==> src/rtl/branch_resolve_predictor.sv <==
// Branch predictor (ID) and resolver (EX) for the 5-stage pipeline.
// Holds a 2-bit saturating counter table plus its own ID->EX slot carrying the prediction.
module branch_resolve_predictor #(
  parameter int unsigned IDX_BITS   = 4,
  parameter logic [1:0]  INIT_STATE = 2'b11
) (
  input  logic        clk_i,
  input  logic        rst_i,
  input  logic        id_branch_i,
  input  logic [31:0] id_pc_i,
  input  logic [31:0] id_imm_i,
  input  logic        id_stall_i,
  input  logic        ex_zero_i,
  output logic        predict_taken_o,
  output logic [31:0] pred_target_o,
  output logic        flush_o,
  output logic [31:0] redirect_pc_o,
  output logic [31:0] branch_cnt_o,
  output logic [31:0] mispredict_cnt_o
);

  localparam int unsigned ENTRIES = 1 << IDX_BITS;

  typedef struct packed {
    logic                valid;
    logic                pred;
    logic [IDX_BITS-1:0] idx;
    logic [31:0]         target;
    logic [31:0]         fall;
  } slot_t;

  slot_t               slot;
  logic [1:0]          ctr_tbl [ENTRIES];
  logic [IDX_BITS-1:0] id_idx;
  logic [1:0]          ctr_cur;
  logic [1:0]          ctr_next;
  logic                mispredict;

  // ID: the read sees the pre-update table even when EX writes the same index.
  assign id_idx          = id_pc_i[IDX_BITS+1:2];
  assign predict_taken_o = id_branch_i & ctr_tbl[id_idx][1];
  assign pred_target_o   = id_pc_i + id_imm_i;

  // EX resolution
  assign mispredict    = slot.valid & (slot.pred != ex_zero_i);
  assign flush_o       = mispredict;
  assign redirect_pc_o = mispredict ? (ex_zero_i ? slot.target : slot.fall) : 32'h0;

  assign ctr_cur = ctr_tbl[slot.idx];

  always_comb begin
    ctr_next = ctr_cur;
    if (ex_zero_i) begin
      if (ctr_cur != 2'b11) ctr_next = ctr_cur + 2'b01;
    end else begin
      if (ctr_cur != 2'b00) ctr_next = ctr_cur - 2'b01;
    end
  end

  always_ff @(posedge clk_i or posedge rst_i) begin
    if (rst_i) begin
      for (int i = 0; i < int'(ENTRIES); i++) ctr_tbl[i] <= INIT_STATE;
    end else if (slot.valid) begin
      ctr_tbl[slot.idx] <= ctr_next;
    end
  end

  // Slot load: a flush kills the wrong-path ID branch and wins over a stall.
  always_ff @(posedge clk_i or posedge rst_i) begin
    if (rst_i) begin
      slot <= '0;
    end else if (flush_o || id_stall_i) begin
      slot.valid <= 1'b0;
    end else begin
      slot.valid  <= id_branch_i;
      slot.pred   <= predict_taken_o;
      slot.idx    <= id_idx;
      slot.target <= pred_target_o;
      slot.fall   <= id_pc_i + 32'd4;
    end
  end

  always_ff @(posedge clk_i or posedge rst_i) begin
    if (rst_i) begin
      branch_cnt_o     <= 32'h0;
      mispredict_cnt_o <= 32'h0;
    end else if (slot.valid) begin
      if (branch_cnt_o != 32'hFFFF_FFFF) branch_cnt_o <= branch_cnt_o + 32'd1;
      if (mispredict && mispredict_cnt_o != 32'hFFFF_FFFF)
        mispredict_cnt_o <= mispredict_cnt_o + 32'd1;
    end
  end

endmodule

==> config.mk <==
export PLATFORM = sky130hd
export DESIGN_NAME = branch_resolve_predictor
export DESIGN_NICKNAME = d
export VERILOG_FILES = /design/src/rtl/branch_resolve_predictor.sv
export SDC_FILE = /design/constraint.sdc
export NUM_CORES = 1
export LEC_CHECK = 0
export CAP_MARGIN = 10
export CORE_ASPECT_RATIO = 1.1
export CORE_MARGIN = 4
export CORE_UTILIZATION = 30
export DETAILED_ROUTE_END_ITERATION = 16
export SETUP_SLACK_MARGIN = 0.5
export SLEW_MARGIN = 10
export SYNTH_ARGS = -nofsm -noshare
export SYNTH_HDL_FRONTEND = slang
export SYNTH_SLANG_ARGS = --single-unit
==> constraint.sdc <==
create_clock -name clk_i -period 6.06 [get_ports clk_i]
set_clock_uncertainty 0.05 [all_clocks]
set_input_delay 1.212 -clock clk_i [delete_from_list [all_inputs] [get_ports clk_i]]
set_output_delay 1.212 -clock clk_i [all_outputs]
set_load 0.01 [all_outputs]
### Yosys cells after proc, flatten, opt, wreduce, memory -nomap -nowiden

Index checks and enable logic that the tools add are counted.

| word-level totals | value |
|---|---|
| bits in registers | 166 |
| output and inout port bits | 130 |
| logic and storage cells | 61 |

| operators by class | value |
|---|---|
| $add $sub $neg | 6 |
| order comparisons | 3 |
| equality and inequality tests | 4 |
| multiplexer cells | 15 |
| bitwise logic cells | 4 |
| reductions and logical operators | 6 |

Operators by type and width:

| cell | number |
|---|---|
| $add A32 B1 Y32 const B | 2 |
| $mux W32 | 2 |
| $ne A32 B32 Y1 const B | 2 |
| $add A32 B3 Y32 const B | 1 |
| $add A32 B32 Y32 | 1 |
| $bwmux W32 | 1 |
| $bmux W2 S4 | 2 |
| $mux W2 | 8 |
| $ge A5 B5 Y1 const B | 2 |
| $not A4 Y5 | 2 |
| $demux W2 S4 | 1 |
| $lt A5 B1 Y1 const B | 1 |
| $reduce_and A2 Y1 | 2 |
| $add A2 B1 Y2 const B | 1 |
| $and A1 B1 Y1 | 2 |
| $logic_and A1 B1 Y1 | 2 |
| $ne A2 B2 Y1 const B | 1 |
| $reduce_bool A2 Y1 | 1 |
| $sub A2 B1 Y2 const B | 1 |
| $logic_or A1 B1 Y1 | 1 |
| $mux W1 | 1 |
| $ne A1 B1 Y1 | 1 |

### Depth between registers and ports, before layout

| depth | value |
|---|---|
| word-level depth | 8 |
| mapped depth | 10 |
| gate-level depth less buffers | 9 |

### Worst setup path after synthesis

Ideal clock, no wire load.

| timing | value |
|---|---|
| path type | input-to-output |
| start point | in id_pc_i[0] |
| end point | out pred_target_o[26] |
| data arrival time | 3.316 ns |
| required time | 4.798 ns |
| setup slack | 1.482 ns |
| stages on the path | 9 |
| buffers on the path | 0 |
| cell sequence | ha_1 -> fa_1 -> a21o_1 -> a221oi_2 -> a2bb2oi_1 -> a21oi_1 -> o21ai_1 -> o21ai_0 -> xnor2_1 |

| between the ends | value |
|---|---|
| longest elaborated chain between the ends | 1 |

RTL lines:

| element | line | RTL |
|---|---|---|
| from (decl) | 10 | `input logic [31:0] id_pc_i,` |
| $add A32 B32 Y32 | 42 | `assign pred_target_o = id_pc_i + id_imm_i;` |
| to (decl) | 15 | `output logic [31:0] pred_target_o,` |

Every way passes these cells.

### Worst setup path after layout

| timing | value |
|---|---|
| start point | in id_pc_i[0] |
| end point | out pred_target_o[20] |

Same word-level chain as after synthesis.

==> flow_metrics.env <==
export IMPL_min_to="slot[0]$_DFFE_PP0N_"
export IMPL_slew_violations=0
export IMPL_worstReg2RegStart="slot[69]$_DFF_PP0_"
export IMPL_yosys_cell_types_count=62
export IMPL_drtIter0Drc=416
export IMPL_dp_hpwl_um=21250
export IMPL_seqPwrFrac=0.419
export IMPL_tightest_slew_ns=0.9422
export IMPL_yosys_area_top_type_share=0.3331
export IMPL_syn_to_final_growth_pct=32.11
export IMPL_finalSetupViolations=0
export IMPL_numCtsBuffers=17
export IMPL_arrival_ns=4.20
export IMPL_power_frac_clock=0.302
export IMPL_p_leak_uw=0.005562
export IMPL_pin_count=199
export IMPL_critPathLaunchType="input port"
export IMPL_ff2ff_setup_slack_ns=2.76
export IMPL_crit_chain="clkdlybuf4s50_1, ha_1, fa_1, a21o_1, a221oi_4, or3_1, nand3_1, a31oi_1, xnor2_1, clkdlybuf4s50_1"
export IMPL_hp_start="slot[0]$_DFFE_PP0N_"
export IMPL_stdcell_count=1685
export IMPL_drt_vias_per_instance=4.983
export IMPL_setup_tns_ns=0
export IMPL_yosysWarnings=0
export IMPL_outcome="complete, no violations"
export IMPL_num_rows=70
export IMPL_cts_tree="done"
export IMPL_synth_fp_nets=1148
export IMPL_avgSynthCellArea_um2=9.642
export IMPL_whs_path_depth=2
export IMPL_final_cell_mix="187 x clkdlybuf4s50_1, 141 x nand2_1, 134 x dfrtp_1"
export IMPL_htree_num_levels=4
export IMPL_min_path_type="flop to flop"
export IMPL_cts_clk_slew_worst_paths_ns=0.07
export IMPL_overflow=0
export IMPL_r2r_end="slot[68]$_DFFE_PP0N_"
export IMPL_synthTopCellsByArea="dfrtp_1 33%, dfstp_2 8.4%, mux2_2 5.6%"
export IMPL_yosysTopAreaCell="dfrtp_1"
export IMPL_antenna_found_initial=1
export IMPL_p_per_area_nw_per_um2=261.4
export IMPL_slew_headroom=0.3719
export IMPL_gp_congestion=0.8360
export IMPL_ys_seq_area_frac=0.4167
export IMPL_fmax_mhz=183.1
export IMPL_swShare=0.3191
export IMPL_synth_seq_cells=166
export IMPL_syn_cell_area_um2=10070
export IMPL_vias=8397
export IMPL_clockRootBuffer="clkbuf_16"
export IMPL_die_x_um=182.7
export IMPL_die_area_um2=36550
export IMPL_grt_use_total=0.1573
export IMPL_grt_pass1_vias=8602
export IMPL_maxCapViolations=0
export IMPL_finish_net_count=1343
export IMPL_drt_total_wl_um=28650
export IMPL_first_pass_iters=5
export IMPL_crit_fanout=3
export IMPL_intPower_uw=2367
export IMPL_r2r_cells=5
export IMPL_cts_sinks=166
export IMPL_insertion_delay_ns=0.44
export IMPL_crit_slowest_cell="clkdlybuf4s50_1"
export IMPL_clockBufferDepth=2
export IMPL_peakVddDrop_mv=0.1707
export IMPL_power_frac_comb=0.279
export IMPL_drcViolationCount=0
export IMPL_core_area_um2=33190
export IMPL_hold_viol=0
export IMPL_ys_async_sr_fraction=1.000
export IMPL_final_common_cell="clkdlybuf4s50_1"
export IMPL_worstPathRequired_ns=4.80
export IMPL_numPortBuffers=198
export IMPL_worstSetupEndpointType="primary output"
export IMPL_finalCritPeriodShare=0.9013
export IMPL_fill_cells=3254
export IMPL_power_total_uw=3477
export IMPL_fp_dieH_um=200.1
export IMPL_dp_cells=1648
export IMPL_initial_core_util=0.3032
export IMPL_synth_edf_count=0
export IMPL_ant_nets=0
export IMPL_wl_per_cell_um=17.00
export IMPL_grt_max_degree=167
export IMPL_cpPeakStageDelay_ns=0.57
export IMPL_hold_buffers=0
export IMPL_drive_gt1_frac=0.1454
export IMPL_period_needed_ns=5.462
export IMPL_synthFlopType="dfrtp_1"
export IMPL_grt_pass1_wl_um=46670
export IMPL_hold_slack_ns=0.4288
export IMPL_cpMostUsedCell="clkdlybuf4s50_1"
export IMPL_syn_inst=1044
export IMPL_p_sw_uw=1109
export IMPL_crit_type="input port to primary output"
export IMPL_rsz0062_at_grt="yes"
==> power by group through the flow <==
stage	combinational, uW	clock, uW	sequential, uW
2_1_floorplan	577	0	1440
3_3_place_gp	941	0	1470
3_5_place_dp	953	0	1480
4_1_cts	970	1080	1460
5_1_grt	1060	1130	1490
6_report	968	1050	1460
==> Yosys cell counts (4+ instances only) <==
master and instances:
nand2_1 142, dfrtp_1 134, nor2_1 94, xnor2_1 62
xor2_1 55, mux2_2 50, nand3_1 50, o21ai_0 50
a21oi_1 42, ha_1 34, mux2i_1 33, dfstp_2 32
clkbuf_1 29, nor3_1 26, nand4_1 24, and3_1 23
inv_1 18, mux4_2 12, and4_1 10, nand2b_1 10
nor4_1 10, a21o_1 8, and2_1 8, buf_1 6
o21ai_1 5, o21bai_1 5, a211oi_1 4, a31oi_1 4
nor2b_1 4, nor3b_1 4, o211ai_1 4, or3_1 4
or4_1 4
==> worst max-delay path by stage <==
stage                           from                end  slack, ns  depth (start not counted)
after floorplan           id_pc_i[0]  pred_target_o[26]       1.48                          9
after global placement    id_pc_i[0]  pred_target_o[30]       0.29                         11
after detailed placement  id_pc_i[0]  pred_target_o[30]       0.30                         11
after CTS                 id_pc_i[0]  pred_target_o[30]       0.45                         11
after global routing      id_pc_i[0]  pred_target_o[18]       0.49                         10
final                     id_pc_i[0]  pred_target_o[20]       0.60                         10
==> metrics by stage <==
stage,util,area [um2],setup slack (ns)
floorplan,-,10070,1.482
global placement,0.3777,12540,0.2912
detailed placement,0.3777,12540,0.3005
CTS,0.3969,13180,0.4493
global route,0.4006,13300,0.4926
finish,0.4006,13300,0.5981
==> metal layers <==
metal  track usage  share of wire  vias up
met3       0.03959          0.056       27
met5             0              0        -
met4       0.04450          0.016        0
met2        0.2512           0.47      216
met1        0.2123           0.46     4061
li1              -              -     4093
==> registers in the layout, indices dropped and copies added, names as in the netlist <==
register / flops
mispredict_cnt_o: 32
branch_cnt_o: 32
ctr_tbl: 32
slot: 70
==> critical path: cells and delay by family <==
family                     cells  cell delay (ns)
buffers and inverters          2             0.99
AOI/OAI and AO/OA              3             0.84
adders and majority gates      2             0.67
and+or+nand+nor                2             0.30
xor gates and xnor gates       1             0.18
==> layout make-up <==
class	count	area, um2	share of cell area
antenna	1	2.502	0.0001882
clock buffer	20	446.7	0.03359
clock inverter	12	111.4	0.008374
inverter	19	75.07	0.005645
multi-input combinational	821	5793	0.4356
sequential	166	4194	0.3154
tap	432	540.5	0.04065
timing repair buffer	214	2135	0.1605
==> cell families (layout without fill, tap and decap cells) <==
group | Yosys count | count (layout) | share of synthesized area
buffers and inverters | 57 | 265 | 0.02349
AOI/OAI and AO/OA | 143 | 143 | 0.08465
other | 0 | 1 | 0
muxes | 101 | 101 | 0.1275
and+or+nand+nor | 423 | 423 | 0.1994
adders and majority gates | 37 | 37 | 0.04649
xor gates and xnor gates | 117 | 117 | 0.1018
DFF | 166 | 166 | 0.4167
==> what timing repair did <==
action,in CTS,in global routing
pin swaps,1,5
endpoints found under the setup margin,10,14
gates resized for setup,14,27
setup buffers,1,3
No activity file was read; power rests on OpenSTA's default activity.
